==> src/rtl/writeback_stage.sv <==
// M/W pipeline register and register-file write-back control.
// Holds the memory-stage result, gates the write port, freezes on a fault and counts retirements.
module writeback_stage #(
    parameter int unsigned         DATA_WID = 32,
    parameter int unsigned         ADDR_WID = 4,
    parameter logic [ADDR_WID-1:0] RNONE    = '1,
    parameter int unsigned         CNT_WID  = 32
) (
    input  logic                CLK,
    input  logic                RST_N,
    input  logic                m_valid,
    input  logic [2:0]          m_stat,
    input  logic [DATA_WID-1:0] m_valE,
    input  logic [DATA_WID-1:0] m_valM,
    input  logic [ADDR_WID-1:0] m_destE,
    input  logic [ADDR_WID-1:0] m_destM,
    input  logic                W_stall,
    input  logic                W_bubble,
    output logic [DATA_WID-1:0] valE,
    output logic [DATA_WID-1:0] valM,
    output logic [ADDR_WID-1:0] destE,
    output logic [ADDR_WID-1:0] destM,
    output logic                W_valid,
    output logic [2:0]          W_stat,
    output logic                halted,
    output logic [CNT_WID-1:0]  retired
);

    typedef enum logic [2:0] {
        STAT_AOK = 3'd1,
        STAT_HLT = 3'd2,
        STAT_ADR = 3'd3,
        STAT_INS = 3'd4
    } stat_e;

    logic [DATA_WID-1:0] W_valE;
    logic [DATA_WID-1:0] W_valM;
    logic [ADDR_WID-1:0] W_destE;
    logic [ADDR_WID-1:0] W_destM;
    logic                freeze;
    logic                write_ok;
    logic                commit;

    always_comb begin
        halted   = W_valid && (W_stat != STAT_AOK);
        freeze   = W_stall || halted;
        write_ok = W_valid && (W_stat == STAT_AOK);
        commit   = write_ok && !freeze;
    end

    always_ff @(posedge CLK or negedge RST_N) begin
        if (!RST_N) begin
            W_valid <= 1'b0;
            W_stat  <= STAT_AOK;
            W_valE  <= '0;
            W_valM  <= '0;
            W_destE <= RNONE;
            W_destM <= RNONE;
            retired <= '0;
        end else begin
            if (!freeze) begin
                if (W_bubble) begin
                    W_valid <= 1'b0;
                    W_stat  <= STAT_AOK;
                    W_valE  <= '0;
                    W_valM  <= '0;
                    W_destE <= RNONE;
                    W_destM <= RNONE;
                end else begin
                    W_valid <= m_valid;
                    W_stat  <= m_stat;
                    W_valE  <= m_valE;
                    W_valM  <= m_valM;
                    W_destE <= m_valid ? m_destE : RNONE;
                    W_destM <= m_valid ? m_destM : RNONE;
                end
            end
            if (commit) begin
                retired <= retired + CNT_WID'(1);
            end
        end
    end

    // On a same-index conflict only the memory result is written.
    always_comb begin
        valE  = W_valE;
        valM  = W_valM;
        destM = write_ok ? W_destM : RNONE;
        destE = RNONE;
        if (write_ok && !((W_destE == W_destM) && (W_destE != RNONE))) begin
            destE = W_destE;
        end
    end

endmodule
==> config.mk <==
export PLATFORM = sky130hd
export DESIGN_NAME = writeback_stage
export DESIGN_NICKNAME = d
export VERILOG_FILES = /design/src/rtl/writeback_stage.sv
export SDC_FILE = /design/constraint.sdc
export NUM_CORES = 1
export LEC_CHECK = 0
export CORE_ASPECT_RATIO = 2
export CORE_MARGIN = 1.5
export CORE_UTILIZATION = 44
export DETAILED_ROUTE_END_ITERATION = 12
export PLACE_DENSITY = 0.8
export SYNTH_ARGS = -nofsm -noshare
export SYNTH_HDL_FRONTEND = slang
export SYNTH_SLANG_ARGS = --single-unit
==> constraint.sdc <==
create_clock -name CLK -period 2.4 [get_ports CLK]
set_clock_uncertainty 0.2 [all_clocks]
set_input_delay 0.6 -clock CLK [delete_from_list [all_inputs] [get_ports CLK]]
set_output_delay 0.6 -clock CLK [all_outputs]
set_load 0.02 [all_outputs]
Word level (Yosys, flattened, before mapping)

Index checks and enable logic that the tools add are counted.

Register bits after elaboration: 108
Latch bits: 0
Bits in writable memories: 0
Bits in read-only memories: 0
Bits of input ports: 80
Word-level logic and storage cells: 30
Memories kept: 0

Add/sub/neg operators: 1
Multipliers: 0
Divide/modulo/power cells: 0
Magnitude comparators: 0
Eq/ne operators: 4
Shifts and indexed selects: 0
Multiplexer cells: 10
Bitwise operators: 0
Reduce and logical (&&, ||, !) cells: 8

Operators by type and width:

| operator                | number |
|---|---|
| $mux W32                | 2 |
| $add A32 B1 Y32 const B | 1 |
| $mux W4                 | 6 |
| $logic_and A1 B1 Y1     | 5 |
| $eq A4 B4 Y1            | 1 |
| $ne A4 B4 Y1 const B    | 1 |
| $eq A3 B1 Y1 const B    | 1 |
| $mux W3                 | 1 |
| $ne A3 B1 Y1 const B    | 1 |
| $logic_not A1 Y1        | 2 |
| $logic_or A1 B1 Y1      | 1 |
| $mux W1                 | 1 |

Depth between registers and ports, before layout

Depth after elaboration: 5
Depth in mapped cells: 6
Depth with buffers taken out: 5

Worst setup path before layout

OpenSTA, ideal clock, no wires.

Path kind: register to output
Start point: register W_stat[0]
End point: output destE[0]
Data arrival time: 1.412 ns
Data required time: 1.600 ns
Setup slack: 0.188 ns
Cell stages (with the launch flop): 5
Cells stage by stage: dfstp_2 -> and4bb_4 -> buf_6 -> o41ai_1 -> or2_2

Longest elaborated chain between the ends: 4

Ends and longest elaborated chain:

| what                   | line | source |
|---|---|---|
| from (decl)            | 24   | `output logic [2:0] W_stat,` |
| from (signal assigned) | 71   | `W_stat <= m_stat;` |
| $eq A3 B1 Y1           | 47   | `write_ok = W_valid && (W_stat == STAT_AOK);` |
| $logic_and A1 B1 Y1    | 47   |  |
| $logic_and A1 B1 Y1    | 90   | `if (write_ok && !((W_destE == W_destM) && (W_destE != RNONE))) begin` |
| $mux W4                | 90   |  |
| to (decl)              | 21   | `output logic [ADDR_WID-1:0] destE,` |

No other way between the ends.

Final worst setup path

Start point: register W_stat[0]
End point: output destE[2]

Same word-level chain as after synthesis.

==> flow_metrics.env <==
export IMPL_fin_ws_ns=-0.118
export IMPL_fin_crit_sh_pct=105
export IMPL_cts_clk_slew_worst_paths_ns=0.08
export IMPL_r2r_end="valE[15]$_DFFE_PN0N_"
export IMPL_synth_top_cells_by_area="dfrtp_1, nand2b_1, o21ai_1, nand2_1, dfstp_2"
export IMPL_cp_slowest_cell="dfstp_2"
export IMPL_slew_viol_final=0
export IMPL_synth_edff_count=0
export IMPL_place_congestion=0.888
export IMPL_ios=189
export IMPL_die_w_um=77.9
export IMPL_yosysTopAreaCell="dfrtp_1"
export IMPL_grt_max_degree=109
export IMPL_overflow=0
export IMPL_reg2reg_from="W_stat[0]$_DFFE_PN1N_"
export IMPL_avgSynthCellArea_um2=10.1
export IMPL_cts_max_path_buffers=2
export IMPL_p_sw_share_pct=30.3
export IMPL_ys_seq_area_share_pct=54.9
export IMPL_cts_made_buffers=9
export IMPL_post_drt_via_cell_ratio=4.98
export IMPL_power_density_mw_per_mm2=664
export IMPL_nets=768
export IMPL_syn_inst=489
export IMPL_die_height_um=153
export IMPL_finalSetupViolCount=8
export IMPL_ys_ff_latch=108
export IMPL_netlist_area_mm2=0.00494
export IMPL_ant_nets=0
export IMPL_path_cells="and4bb_4, o41ai_2, buf_4, or2_4, buf_6"
export IMPL_place_area_mm2=0.00707
export IMPL_initial_core_util_pct=45.2
export IMPL_crit_type="reg2out"
export IMPL_worst_slew_pin_slew_ns=0.571
export IMPL_antenna_found_initial=0
export IMPL_violations="setup timing"
export IMPL_synth_top_area_share_pct=50.1
export IMPL_p_seq_share_pct=43.8
export IMPL_vias=4146
export IMPL_power_leakage_uw=0.00324
export IMPL_yosys_cell_types_count=39
export IMPL_clock_sinks=108
export IMPL_core_area_mm2=0.0109
export IMPL_clock_power_share_pct=29.1
export IMPL_dpl_hpwl_mm=9.96
export IMPL_wl_mm=13.1
export IMPL_min_path_type="in2async"
export IMPL_reg2reg_depth=7
export IMPL_combPwrFrac_pct=27.1
export IMPL_cpLargestDelayFamily="flip-flops"
export IMPL_rrSetupSlack_ns=0.26
export IMPL_dieArea_mm2=0.0119
export IMPL_critPathCaptureType="output pin"
export IMPL_first_global_vias=4482
export IMPL_total_power_uw=4940
export IMPL_worstPathArrival_ns=1.72
export IMPL_rsz0062_at_grt="true"
export IMPL_synth_fp_nets=570
export IMPL_fill_cells=873
export IMPL_design_area_mm2=0.00743
export IMPL_cts_tree="done"
export IMPL_switching_power_uw=1500
export IMPL_dr_pass1_iters=4
export IMPL_cp_num_buf_inv=2
export IMPL_htree_levels=3
export IMPL_crit_required_ns=1.60
export IMPL_drive_above_1_share_pct=12.9
export IMPL_critPathMaxStageDelay_ns=0.54
export IMPL_fin_crit_ns=2.52
export IMPL_max_clock_freq_mhz=397
export IMPL_finish_utilization_pct=67.9
export IMPL_yosys_warnings=0
export IMPL_post_place_ws_ns=-0.307
export IMPL_diodes=0
export IMPL_numPortBuffers=188
export IMPL_avgRoutedWirePerCell_um=15.7
export IMPL_grt_use_total_pct=22.9
export IMPL_rows=54
export IMPL_status="finished with violations"
export IMPL_async_reset_ff_share_pct=100
export IMPL_drc=0
export IMPL_finalSetupTns_ns=-0.586
export IMPL_grt_first_pass_wirelength_mm=21.3
export IMPL_area_growth_syn_to_layout_pct=50.3
export IMPL_cap_viol_max_count=0
export IMPL_crit_fanout=4
export IMPL_hold_viol_final=0
export IMPL_slew_limit_headroom_pct=62.0
export IMPL_ctsRootBufferMaster="clkbuf_16"
export IMPL_drt_iter0_drc=88
export IMPL_vdd_ir_drop_max_mv=0.467
export IMPL_ys_flop_type="dfrtp_1"
export IMPL_clk_latency_ns=0.35
export IMPL_p_int_uw=3440
export IMPL_start_kind="register"
## repair_timing
item / in CTS / in global routing
resized for setup: 59 / 10
setup endpoints to repair: 9 / 9
pin swaps: 3 / 3
gates cloned: 0 / 0
hold buffers: 0 / 0
buffers inserted: 3 / 3
## cells in the mapped netlist (2+ instances only)
library cell / instances
dfrtp_1: 99
nand2_1: 88
o21ai_1: 72
nand2b_1: 68
xor2_1: 20
clkbuf_1: 14
xnor2_1: 14
nor2_1: 13
buf_6: 11
dfstp_2: 9
nand3_1: 9
nor3_1: 7
and2_1: 6
inv_1: 6
nor4_1: 6
and3_1: 5
nand4_1: 5
nor4_2: 5
o21ai_2: 4
or2_2: 4
or2b_1: 3
and4_1: 2
buf_2: 2
nand4_4: 2
## sequential cells by signal (all words and copies together) (netlist names)
| name | cells |
|---|---|
| W_destM | 4 |
| retired | 32 |
| valM | 32 |
| valE | 32 |
| W_stat | 3 |
| W_destE | 4 |
| W_valid | 1 |
## area by class of cell
cell class	instances	area [um2]	share of cell area, %
Clock inverter	6	57.6	0.775
Inverter	6	22.5	0.303
Sequential cell	108	2710	36.5
Timing Repair Buffer	215	2180	29.3
Multi-Input combinational cell	347	2050	27.6
Clock buffer	10	229	3.08
Tap cell	140	175	2.36
## power groups by stage
| stage | logic [uW] | registers, uW | clock network [uW] |
|---|---|---|---|
| 4_1_cts | 1340 | 2160 | 1480 |
| 3_3_place_gp | 1280 | 2180 | 0 |
| 3_5_place_dp | 1310 | 2200 | 0 |
| 6_report | 1340 | 2160 | 1440 |
| 2_1_floorplan | 374 | 2400 | 0 |
| 5_1_grt | 1430 | 2190 | 1550 |
## per-stage QoR
stage | instances | hold WS (ns)
2_1_floorplan | 489 | 0.104
3_3_place_gp | 813 | 0.258
3_5_place_dp | 813 | 0.260
4_1_cts | 831 | 0.145
5_1_grt | 832 | 0.157
6_report | 832 | 0.0973
## how the worst max path moves through the flow
stage / from / end / slack [ns] / cells past startpoint
floorplan: W_stat[0]$_DFFE_PN1N_ / destE[0] / 0.19 / 4
global placement: W_destE[0]$_DFFE_PN1N_ / destE[0] / -0.31 / 6
finish: W_stat[0]$_DFFE_PN1N_ / destE[2] / -0.12 / 5
detailed placement: W_destM[1]$_DFFE_PN1N_ / destE[2] / -0.31 / 5
global route: W_destM[0]$_DFFE_PN1N_ / destE[1] / -0.17 / 7
CTS: W_destE[0]$_DFFE_PN1N_ / destE[2] / -0.22 / 5
## cell families after synthesis
family / count (synthesis) / share of synthesized area [%]
flops: 108 / 54.9
mux: 1 / 0.228
xor+xnor: 34 / 6.03
compound gates: 79 / 8.43
fa+ha+maj: 1 / 0.253
simple gates: 232 / 25.8
buf+inv: 34 / 4.30
## cell usage in the layout, fill, tap and decap left out, types with 2 or more instances in the layout
cell type          n
or2b_1             3
o21ai_1           72
buf_12             6
inv_8              2
xor2_1            20
buf_4             18
xnor2_1           14
inv_1              6
nor3_1             7
clkinv_4           4
nand3_1            9
nor2_1            12
o21ai_2            4
nor4_1             6
clkbuf_16          9
nor4_2             5
nand2_1           88
dfstp_2            9
and4_1             2
or2_4              4
and2_1             5
nand4_1            5
nand2b_1          68
and3_1             5
dfrtp_1           99
buf_6             12
nand4_4            2
clkdlybuf4s50_1  177
## metal layers
layer  share of wire [%]  wire length, um  global-route usage [%]
met1                  35             4550                    23.8
met2                  53             6970                    40.3
met3                 6.8              894                    6.51
met4                 5.1              664                    12.8
met5                   0                0                       0
No activity file was read; power rests on OpenSTA's default activity.
